`src/rtl/nithin574_uart_pkg.sv`:
```
// Shared types and constants for the Tiny Tapeout UART transmitter tile.
package nithin574_uart_pkg;

    typedef enum logic [2:0] {
        ST_IDLE   = 3'd0,
        ST_START  = 3'd1,
        ST_DATA   = 3'd2,
        ST_PARITY = 3'd3,
        ST_STOP   = 3'd4
    } state_e;

    localparam logic [7:0] UIO_OE_TX = 8'h0E;
    localparam int         TXD_BIT   = 1;
    localparam int         BUSY_BIT  = 2;
    localparam int         DONE_BIT  = 3;

    function automatic logic even_parity(input logic [7:0] data);
        return ^data;
    endfunction

endpackage

```
`src/rtl/nithin574_baud_gen.sv`:
```
// Bit-period counter: tick is high on the last cycle of each CLKS_PER_BIT period.
module nithin574_baud_gen #(
    parameter int CLKS_PER_BIT = 16
) (
    input  logic clk,
    input  logic rst_n,
    input  logic clear,
    output logic tick
);

    localparam logic [15:0] LAST_CNT = 16'(CLKS_PER_BIT - 1);

    logic [15:0] cnt_q;
    logic [15:0] cnt_d;

    assign tick = (!clear) && (cnt_q == LAST_CNT);

    always_comb begin
        cnt_d = cnt_q;
        if (clear || tick) begin
            cnt_d = 16'd0;
        end else begin
            cnt_d = cnt_q + 16'd1;
        end
    end

    always_ff @(posedge clk) begin
        if (!rst_n) begin
            cnt_q <= 16'd0;
        end else begin
            cnt_q <= cnt_d;
        end
    end

endmodule

```
`src/rtl/tt_um_nithin574_uart_tx.sv`:
```
// 8N1 UART transmitter tile; define UART_TX_PARITY_EN to add an even-parity bit.
module tt_um_nithin574_uart_tx #(
    parameter int CLKS_PER_BIT = 16
) (
    input  logic [7:0] ui_in,
    output logic [7:0] uo_out,
    input  logic [7:0] uio_in,
    output logic [7:0] uio_out,
    output logic [7:0] uio_oe,
    input  logic       ena,
    input  logic       clk,
    input  logic       rst_n
);
    import nithin574_uart_pkg::*;

    state_e     state_q, state_d;
    logic [7:0] shift_q, shift_d;
    logic [7:0] uo_q, uo_d;
    logic [2:0] idx_q, idx_d;
    logic       start_q;
    logic       txd_q, txd_d;
    logic       busy_q, busy_d;
    logic       done_q, done_d;
`ifdef UART_TX_PARITY_EN
    logic       par_q, par_d;
`endif
    logic       tick;
    logic       start_edge;
    logic       accept;
    logic       ins_unused;

    assign start_edge = uio_in[0] & ~start_q;
    assign accept     = start_edge && (state_q == ST_IDLE);
    assign ins_unused = &{1'b0, ena, uio_in[7:1]};

    nithin574_baud_gen #(.CLKS_PER_BIT(CLKS_PER_BIT)) u_baud (
        .clk   (clk),
        .rst_n (rst_n),
        .clear (state_q == ST_IDLE),
        .tick  (tick)
    );

    // Next state; output flops are loaded from the next state so they align with it.
    always_comb begin
        state_d = state_q;
        shift_d = shift_q;
        idx_d   = idx_q;
        uo_d    = uo_q;
        done_d  = 1'b0;
`ifdef UART_TX_PARITY_EN
        par_d   = par_q;
`endif
        case (state_q)
            ST_IDLE: begin
                if (accept) begin
                    state_d = ST_START;
                    shift_d = ui_in;
                    uo_d    = ui_in;
                    idx_d   = 3'd0;
`ifdef UART_TX_PARITY_EN
                    par_d   = even_parity(ui_in);
`endif
                end else begin
                    state_d = ST_IDLE;
                end
            end
            ST_START: begin
                if (tick) begin
                    state_d = ST_DATA;
                end else begin
                    state_d = ST_START;
                end
            end
            ST_DATA: begin
                if (tick) begin
                    shift_d = {1'b0, shift_q[7:1]};
                    if (idx_q == 3'd7) begin
                        idx_d   = 3'd0;
`ifdef UART_TX_PARITY_EN
                        state_d = ST_PARITY;
`else
                        state_d = ST_STOP;
`endif
                    end else begin
                        idx_d   = idx_q + 3'd1;
                    end
                end else begin
                    state_d = ST_DATA;
                end
            end
`ifdef UART_TX_PARITY_EN
            ST_PARITY: begin
                if (tick) begin
                    state_d = ST_STOP;
                end else begin
                    state_d = ST_PARITY;
                end
            end
`endif
            ST_STOP: begin
                if (tick) begin
                    state_d = ST_IDLE;
                    done_d  = 1'b1;
                end else begin
                    state_d = ST_STOP;
                end
            end
            default: state_d = ST_IDLE;
        endcase

        busy_d = (state_d != ST_IDLE);
        case (state_d)
            ST_START:  txd_d = 1'b0;
            ST_DATA:   txd_d = shift_d[0];
`ifdef UART_TX_PARITY_EN
            ST_PARITY: txd_d = par_d;
`endif
            default:   txd_d = 1'b1;
        endcase
    end

    // State and registered output flops, synchronous active-low reset.
    always_ff @(posedge clk) begin
        if (!rst_n) begin
            state_q <= ST_IDLE;
            shift_q <= 8'h00;
            uo_q    <= 8'h00;
            idx_q   <= 3'd0;
            start_q <= 1'b0;
            txd_q   <= 1'b1;
            busy_q  <= 1'b0;
            done_q  <= 1'b0;
`ifdef UART_TX_PARITY_EN
            par_q   <= 1'b0;
`endif
        end else begin
            state_q <= state_d;
            shift_q <= shift_d;
            uo_q    <= uo_d;
            idx_q   <= idx_d;
            start_q <= uio_in[0];
            txd_q   <= txd_d;
            busy_q  <= busy_d;
            done_q  <= done_d;
`ifdef UART_TX_PARITY_EN
            par_q   <= par_d;
`endif
        end
    end

    // Pin mapping of the registered status bits.
    always_comb begin
        uio_out           = 8'h00;
        uio_out[TXD_BIT]  = txd_q;
        uio_out[BUSY_BIT] = busy_q;
        uio_out[DONE_BIT] = done_q;
    end

    assign uo_out = uo_q;
    assign uio_oe = UIO_OE_TX;

endmodule

```
`config.mk`:
```
export PLATFORM = sky130hd
export DESIGN_NAME = tt_um_nithin574_uart_tx
export DESIGN_NICKNAME = d
export VERILOG_FILES = /design/src/rtl/nithin574_uart_pkg.sv /design/src/rtl/nithin574_baud_gen.sv /design/src/rtl/tt_um_nithin574_uart_tx.sv
export SDC_FILE = /design/constraint.sdc
export NUM_CORES = 1
export LEC_CHECK = 0
export CAP_MARGIN = 20
export CORE_ASPECT_RATIO = 1.1
export CORE_UTILIZATION = 45
export DETAILED_ROUTE_END_ITERATION = 8
export DONT_BUFFER_PORTS = 1
export PLACE_DENSITY = 0.6
export SLEW_MARGIN = 20
export SYNTH_ARGS = -nofsm -noshare
export SYNTH_HDL_FRONTEND = slang
export SYNTH_SLANG_ARGS = --single-unit
```
`constraint.sdc`:
```
create_clock -name clk -period 1.7 [get_ports clk]
set_input_delay 0.425 -clock clk [delete_from_list [all_inputs] [get_ports clk]]
set_output_delay 0.425 -clock clk [all_outputs]
set_load 0.005 [all_outputs]
```
=== Word-level counts from Yosys, hierarchy flattened ===
Cells that the tools add are included.

* Bits in registers: 42
* Bits of input ports: 19

* Add/subtract/negate cells: 2
* Eq/ne operators: 9
* Mux-type cells: 15
* Bitwise logic cells: 3
* Reductions and logical operators: 11

{| class="wikitable"
|+ Operators by type and width
! kind !! count
|-
| 3-bit two-way mux || 6
|-
| 16-bit by 1-bit adder with 16-bit output (second input constant) || 1
|-
| 16-bit by 4-bit == test with 1-bit output (second input constant) || 1
|-
| 8-bit two-way mux || 2
|-
| 8-bit case mux with 2 select lines || 1
|-
| 3-bit case mux with 4 select lines || 1
|-
| 3-bit by 1-bit == test with 1-bit output (second input constant) || 2
|-
| 3-bit by 2-bit == test with 1-bit output (second input constant) || 2
|-
| 3-bit == test (second input constant) || 2
|-
| 3-bit case mux with 2 select lines || 1
|-
| 2-bit AND reduction || 2
|-
| 3-bit by 1-bit adder with 3-bit output (second input constant) || 1
|-
| 3-bit logical NOT || 1
|-
| 3-bit AND reduction || 1
|-
| 3-bit nonzero test || 1
|-
| 1-bit logical AND || 2
|-
| 1-bit two-way mux || 2
|-
| 2-bit two-way mux || 1
|-
| 2-bit by 1-bit inequality test with 1-bit output (second input constant) || 1
|-
| 2-bit inequality test (second input constant) || 1
|-
| 1-bit NOT || 2
|-
| 1-bit case mux with 2 select lines || 1
|-
| 2-bit nonzero test || 1
|-
| 2-bit OR reduction || 1
|-
| other kinds (3) || 3
|}

=== Logic depth before layout (Yosys ltp) ===
Gate-level depths: netlist (run 1).

* Depth after elaboration: 7
* Mapped depth: 8
* Mapped depth without buffers: 6

=== By module ===
From an unflattened synthesis (run 1), not the netlist that was laid out.

* Cell total of the unflattened synthesis: 218
* Area total of the unflattened synthesis: 1,970.6 µm²

{| class="wikitable"
|+ By module, submodules not included
! module !! instances !! cells each !! area an instance (µm²) !! seq. area each (µm²)
|-
| tt_um_nithin574_uart_tx || 1 || 138 || 1,248.7 || 520.5
|-
| nithin574_baud_gen || 1 || 80 || 721.9 || 320.3
|}

=== Worst setup path before layout (run 1) ===
No wires, ideal clock.

* Path type: register to register
* Start point: reg u_baud.cnt_q[0]
* End point: reg idx_q[0]
* Setup time: 0.070 ns
* Arrival time: 1.801 ns
* Data required time: 1.630 ns
* Slack: -0.171 ns
* Cell stages (with the launch flop): 8
* Buffers on the path: 1
* Cell sequence: dfxtp_1 ha_1 and3_1 clkbuf_1 and4_1 a31oi_2 or4_1 a21oi_1

* Cells in the longest elaborated chain, start to end: 4

{| class="wikitable"
|+ RTL lines
! element !! line !! source
|-
| from (decl) || nithin574_baud_gen.sv:13 || <nowiki>logic [15:0] cnt_q;</nowiki>
|-
| from (signal assigned) || nithin574_baud_gen.sv:31 || <nowiki>cnt_q <= cnt_d;</nowiki>
|-
| 16-bit by 4-bit == test with 1-bit output || nithin574_baud_gen.sv:16 || <nowiki>assign tick = (!clear) && (cnt_q == LAST_CNT);</nowiki>
|-
| 1-bit logical AND || nithin574_baud_gen.sv:16 ||
|-
| 2-bit by 1-bit inequality test with 1-bit output (no line) || n/a ||
|-
| 3-bit AND reduction (no line) || n/a ||
|-
| to (signal assigned) || tt_um_nithin574_uart_tx.sv:140 || <nowiki>idx_q <= idx_d;</nowiki>
|-
| to (decl) || tt_um_nithin574_uart_tx.sv:19 || <nowiki>logic [2:0] idx_q, idx_d;</nowiki>
|}

No other way between the ends.
A chain may end at the register's enable or synchronous reset.

=== Worst setup path in the final report (run 1) ===
* Start point: reg u_baud.cnt_q[15]
* End point: reg idx_q[0]

Same word-level chain as after synthesis.

==> metrics.md, run 1 <==
| Metric | Value |
|---|---|
| Global Route Usage Sum | `18.05%` |
| Warnings from Yosys | `0` |
| Peak VDD IR | `441.8 uV` |
| Vias post-DR | `1,511` |
| Die width | `62.46 microns` |
| Post-Synth XOR/XNOR Area | `5.325%` |
| Main combinational cell family by area after synthesis | `simple AND/OR/NAND/NOR gates` |
| Initial core utilization | `about 48%` |
| Worst-path fanout max | `3` |
| Proportion of layout cells with a drive suffix above 1 | `24.27%` |
| Post-synth cell types | `32` |
| R2R setup slack | `-0.03 ns` |
| Detailed Place HPWL | `2.692 mm` |
| Pwr dens | `roughly 890 nW/um^2` |
| Cts bufs inserted | `5` |
| Number of DRC markers in iteration 0 | `61` |
| Setup_tns | `-0.03405 ns` |
| Hold Crit Depth | `1` |
| Maxcap violations | `0` |
| Avg Cell Area, Syn | `about 8.5 sq um` |
| CP Class | `flip-flop to flip-flop` |
| Final max-slew violation count | `0` |
| Hold EP | `start_q$_SDFF_PN0_` |
| Sequential area share after synthesis | `between 40% and 50%` |
| Synth-to-Final Area Change | `23.51%` |
| Worst Skew | `0.009850 ns` |
| Final wirelength | `3.796 mm` |
| Adder-Cell Fraction of Synth Area | `2.075%` |
| Initial antenna violation count | `0` |
| Drt via density | `roughly 5.2` |
| Largest net degree at the start of global routing | `21` |
| Vias in the first global route | `1,442` |
| Clk sinks | `42` |
| Max Fclk | `0.5767 GHz` |
| Htree depth | `2` |
| Top-Level Pins | `43` |
| Final setup viols | `1` |
| Clk slew on worst S/H paths | `roughly 0.090 ns` |
| Gpl congestion | `0.7882` |
| Mux contribution to synthesized area | `0%` |
| Leak | `around 0.85 nW` |
| Synth Area in Compound Gates | `11.00%` |
| Fillers | `318` |
| Hold_sp | `uio_in[0]` |
| Full die area | `4278 sq um` |
| DRT antenna net count | `0` |
| Die Ht | `68.50 microns` |
| RSZ-0062 raised after global routing | `yes` |
| Critical path launch point type | `flip-flop` |
| Ordered cell list for the critical path | `nor4_4 > buf_4 > and4_4 > a31oi_4 > or4_4 > a21oi_2` |
| Failing checks | `negative setup slack` |
| CTS tree | `built` |
| # nets final | `260` |
| Crit path max-delay family | `simple AND/OR/NAND/NOR gates` |
| Multi-input logic area | `948.4 sq um` |
| DR pass1 iterations | `4` |
| Routed len/inst | `13.13 microns` |
| Register area | `844.6 sq um` |
| Rows | `23` |
| First-pass GRT wire length | `slightly below 6 mm` |
| CP bufs+invs | `1` |
| Yosys reg bits | `42` |
| Root Buffer | `clkbuf_8` |
| Outcome | `complete, but fails checks` |
| Arr. time, crit path | `1.97 ns` |
| Final std cells w/o fill | `just under 300` |
| Mapped Cells | `214` |
| Worst R2R Path Depth | `6` |
| Worst path required time | `1.94 ns` |
| Slowest library cell on the worst path | `or4_4` |
| Hold buffers post-CTS | `0` |
| # DRC | `0` |
| PortBufs | `0` |
| Largest stage delay, worst path | `0.44 ns` |
| Hold Vio Cnt, Final | `0` |
| ANT cells | `0` |
| Final min period | `1.734 ns` |
| Deepest clock path buffer count | `2` |
| Endpoint class of the critical path | `flip-flop` |
| Tcrit/Tclk final | `102.0%` |
| Grt total ovfl | `0` |
| Worst reg2reg path startpoint | `u_baud.cnt_q[15]$_SDFF_PP0_` |
| Synthesized area | `about 1800 sq um` |
| R2r endpoint | `idx_q[0]$_SDFFE_PN0P_` |
| Simple-gate share of the synthesized area | `about 26%` |
| Final worst slack | `-0.03405 ns` |
| Core box area | `3741 sq um` |
| Worst skew pair latency | `around 0.30 ns` |
| Placed insts | `roughly 280` |
| Hold Crit Class | `input pin to flip-flop` |
[layout by cell type (no fill, tap or decap), types with 2 or more instances in the layout]
cell type | synthesis | final
dfxtp_1 | 42 | 39
nand2_1 | 38 | 38
buf_4 | 16 | 26
a21oi_1 | 20 | 18
nor2_1 | 16 | 15
conb_1 | 2 | 13
nand3_1 | 9 | 8
nand4_1 | 6 | 6
xnor2_1 | 6 | 6
a31oi_1 | 6 | 6
inv_1 | 5 | 5
and3_1 | 6 | 5
xor2_1 | 5 | 5
clkbuf_8 | 0 | 5
o21ai_0 | 3 | 3
or3_1 | 4 | 3
dfxtp_2 | 0 | 3
or3_4 | 1 | 2
nor4_2 | 0 | 2
and2_1 | 2 | 2
a21oi_2 | 0 | 2
nor3_1 | 3 | 2
ha_1 | 3 | 2
clkinvlp_4 | 0 | 2
buf_12 | 0 | 2
[logic make-up after synthesis]
group | Yosys count
compound gates | 34
xor+xnor | 11
fa+ha+maj | 3
buf+inv | 28
flops | 42
other cells | 2
simple gates | 94
[what timing repair did]
| action | in CTS | in global routing |
|---|---|---|
| resized for setup | 1 | 17 |
| buffers inserted | 0 | 2 |
| setup endpoints to repair | 3 | 40 |
| pin swaps | 0 | 8 |
[synthesized netlist by cell type]
master | count | share of area (%)
or3_4 | 1 | 0.62
clkbuf_1 | 6 | 1.2
o21a_1 | 1 | 0.42
dfxtp_1 | 42 | 46
a221oi_1 | 1 | 0.48
nor2_1 | 16 | 3.3
nand3_1 | 9 | 2.5
and3_1 | 6 | 2.1
a31oi_2 | 1 | 0.69
and2_1 | 2 | 0.69
o211a_1 | 1 | 0.55
nand2_1 | 38 | 7.9
nand2b_1 | 1 | 0.35
xnor2_1 | 6 | 2.9
or4_1 | 1 | 0.42
and4_1 | 1 | 0.48
or3_1 | 4 | 1.4
a31oi_1 | 6 | 2.1
inv_1 | 5 | 1.0
conb_1 | 2 | 0.42
nor3_1 | 3 | 0.83
o21ai_0 | 3 | 0.83
nor3b_4 | 1 | 1.0
buf_2 | 1 | 0.28
or3b_2 | 1 | 0.48
buf_4 | 16 | 6.6
ha_1 | 3 | 2.1
nand4_1 | 6 | 2.1
nor4_1 | 4 | 1.4
a211oi_1 | 1 | 0.42
a21oi_1 | 20 | 5.5
xor2_1 | 5 | 2.4
[routing by layer]
metal	track usage (%)	wire length, microns	part of all wire [%]
met1	17.56	1559	41
met5	0	0	0
met2	34.65	1996	53
met4	10.76	102	2.7
met3	5.263	137	3.6
[power by group]
part           internal (mW)  switching [mW]  total, mW
clock network          0.437           0.358      0.795
registers               1.02          0.0210       1.04
logic                 0.0679          0.0805      0.148
total                   1.52           0.460       1.98
[registers in the layout (all words and copies together) (netlist names)]
register and flops:
state_q 3, uo_out 8, u_baud.cnt_q 16, shift_q 8, start_q 1, busy_q 1
done_q 1, txd_q 1, idx_q 3
[worst max-delay path by stage]
| stage | startpoint | to | slack, ns | depth (start not counted) |
|---|---|---|---|---|
| after global routing | u_baud.cnt_q[4]$_SDFF_PP0_ | idx_q[0]$_SDFFE_PN0P_ | -0.11 | 5 |
| after detailed placement | u_baud.cnt_q[12]$_SDFF_PP0_ | idx_q[0]$_SDFFE_PN0P_ | -0.11 | 6 |
| after global placement | u_baud.cnt_q[5]$_SDFF_PP0_ | txd_q$_SDFF_PN1_ | -0.04 | 5 |
| after CTS | u_baud.cnt_q[12]$_SDFF_PP0_ | idx_q[0]$_SDFFE_PN0P_ | -0.05 | 6 |
| final | u_baud.cnt_q[15]$_SDFF_PP0_ | idx_q[0]$_SDFFE_PN0P_ | -0.03 | 6 |
| after floorplan | u_baud.cnt_q[0]$_SDFF_PP0_ | idx_q[0]$_SDFFE_PN0P_ | 0.003 | 7 |
[metrics by stage]
stage                     hold WS, ns  setup WS (ns)  power, mW  area [sq um]  utilization (%)
final                          0.2441       -0.03405      1.981          2235            59.73
after global routing           0.2399        -0.1127      2.061          2235            59.73
after global placement         0.4433       -0.03592      1.186          2011            53.75
after detailed placement       0.4518        -0.1052      1.192          2011            53.75
after CTS                      0.2371       -0.05365      1.992          2131            56.96
after floorplan                0.4356       0.002698      1.168          1871                -
[cell type report]
type,instances,area share [%]
timing repair buffer,29,11.03
inverter,5,0.8399
multi-input combinational,155,42.44
tap,50,2.800
clock inverter,3,2.016
clock buffer,5,3.080
sequential,42,37.79
(Power assumes the default switching activity.)
==> inputs of run 2 (changes only) <==
SLEW_MARGIN = 15   (was 20)
==> results of run 2 <==
Same layout as run 1: the final DEF is identical, and so are final timing and power.
==> inputs of run 3 (changes only) <==
HOLD_SLACK_MARGIN = 0.03   (was default)
==> results of run 3 <==
Same layout as run 1: the final DEF is identical, and so are final timing and power.
==> RTL change, RTL diff (settings of run 1) <==
Take the reset off `shift_q` and load it in a clocked block of its own.
--- a/src/rtl/tt_um_nithin574_uart_tx.sv
+++ b/src/rtl/tt_um_nithin574_uart_tx.sv
@@ -124,5 +124,4 @@
         if (!rst_n) begin
             state_q <= ST_IDLE;
-            shift_q <= 8'h00;
             uo_q    <= 8'h00;
             idx_q   <= 3'd0;
@@ -136,5 +135,4 @@
         end else begin
             state_q <= state_d;
-            shift_q <= shift_d;
             uo_q    <= uo_d;
             idx_q   <= idx_d;
@@ -147,4 +145,8 @@
 `endif
         end
+    end
+
+    always_ff @(posedge clk) begin
+        shift_q <= shift_d;
     end
 
Check against the original RTL: no difference found for any inputs over 10 cycles, from zero or initial values and one cycle with rst_n low; that may be too few to reach the edited logic, so the function may still have changed.
==> RTL change against run 1 <==
Worst setup slack improved by 0.035 ns; synthesized area rose by 3.0%; sequential cell count stayed put; clock skew fell by 0.0046 ns; worst hold slack better by 0.0058 ns; power down 10%; clock power fell by 25%; routed wire length down 8.5%; final area decreased by 3.1%; critical endpoint unchanged.
==> RTL change: results (changes against run 1) <==
synth_xor_area_frac: 0.05168  # was 0.05325
fin_hold_ws_ns: 0.2499  # was 0.2441 ns
grt_max_degree: 20  # was 21
status: "finished clean"  # was complete, but fails checks
initialDrtViolationCount: 34  # was 61
p_switching_mw: 0.4072  # was 0.4597 mW
gp_congestion: 0.8024  # was 0.7882
wl_met3_um: 149  # was 137 um
synth_edf_count: 7  # was 0
dp_slack_ns: -0.06948  # was -0.1052 ns
grtUsageTotal: 0.1666  # was 0.1805
wirelength_mm: 3.475  # was 3.796 mm
synthAdderAreaFrac: 0.02013  # was 0.02075
route.met2.wl_mm: 1.824  # was 1.996 mm
grt_util_met2: 0.2825  # was 0.3465
wire_per_inst_um: 12.55  # was 13.13 um
final.fill_count: 367  # was 318
synth.area.top_cells: "dfxtp_1, edfxtp_1, buf_4"  # was dfxtp_1, nand2_1, buf_4
dp_hpwl_mm: 2.510  # was 2.692 mm
cts-htree-levels: 2  # unchanged
crit_slowest_cell: "or4b_1"  # was or4_4
holdBufCountCts: 0  # unchanged
cts_resized: 5  # was 1
synth-compound-area-share: 0.1000  # was 0.1100
wl_met1_mm: 1.436  # was 1.559 mm
dp.cells: 269  # was 279
min_path_type: "input port to register"  # unchanged
top_layer: "met4"  # unchanged
seq_area_frac_synth: 0.4886  # was 0.4647
setup_viol: 0  # was 1
setup_tns_ns: 0  # was -0.03405 ns
path_class: "register to register"  # unchanged
min_period_ns: 1.699  # was 1.734 ns
grt_pass1_vias: 1260  # was 1442
grt_pass1_wl_mm: 5.637  # was 5.934 mm
rr_endpoint: "idx_q[0]"  # unchanged
grt_antenna_before_repair: 0  # unchanged
met3_usage: 0.05592  # was 0.05263
synth_area_per_cell_um2: 9.229  # was 8.454 um^2
yosysUniqueCellTypes: 40  # was 32
ys_top_cells_by_count: "dfxtp_1, nand2_1, buf_4"  # was dfxtp_1, nand2_1, a21oi_1
diodes: 0  # unchanged
worstSetupStartpoint: "state_q[2]"  # was u_baud.cnt_q[15]
fin_nets: 246  # was 260
crit_fanout: 4  # was 3
reg2regPathDepth: 5  # was 6
worst_clock_skew_ns: 0.005262  # was 0.009850 ns
yosys_most_used_dff: "dfxtp_1"  # unchanged
cp_data_arrival_time_ns: 1.93  # was 1.97 ns
drive_gt1_frac: 0.1956  # was 0.2427
ir_drop_mv: 0.4206  # was 0.4418 mV
max_stage_delay_ns: 0.47  # was 0.44 ns
p_leak_nw: 0.8552  # was 0.8481 nW
grtUsageMet1: 0.1891  # was 0.1756
vias_per_cell: 5.083  # was 5.228
port_buffers: 0  # unchanged
placed_area_um2: 2034  # was 2011 um^2
RTL change: changes by cell type after synthesis, moves of 6 or more:
cell	before	now
a21boi_0	0	8
a21oi_1	20	7
a31oi_1	6	0
edfxtp_1	0	7
dfxtp_1	42	35
nand2_1	38	32
RTL change: final cells by class:
| cell class | instances | area, um^2 | share of cell area |
|---|---|---|---|
| sequential | 42 | 914.6 | 0.4223 |
| multi-input combinational | 145 | 895.9 | 0.4136 |
| inverter | 4 | 15.01 | 0.006932 |
| tap | 52 | 65.06 | 0.03004 |
| clock inverter | 3 | 11.26 | 0.005199 |
| timing repair buffer | 26 | 195.2 | 0.09012 |
| clock buffer | 5 | 68.82 | 0.03177 |
RTL change: power by group through the flow:
stage | registers [mW] | clock network (mW) | logic [mW]
after CTS | 1.07 | 0.621 | 0.112
after global placement | 1.09 | 0 | 0.102
final | 1.06 | 0.600 | 0.112
after detailed placement | 1.09 | 0 | 0.106
after global routing | 1.07 | 0.656 | 0.128
after floorplan | 1.09 | 0 | 0.104
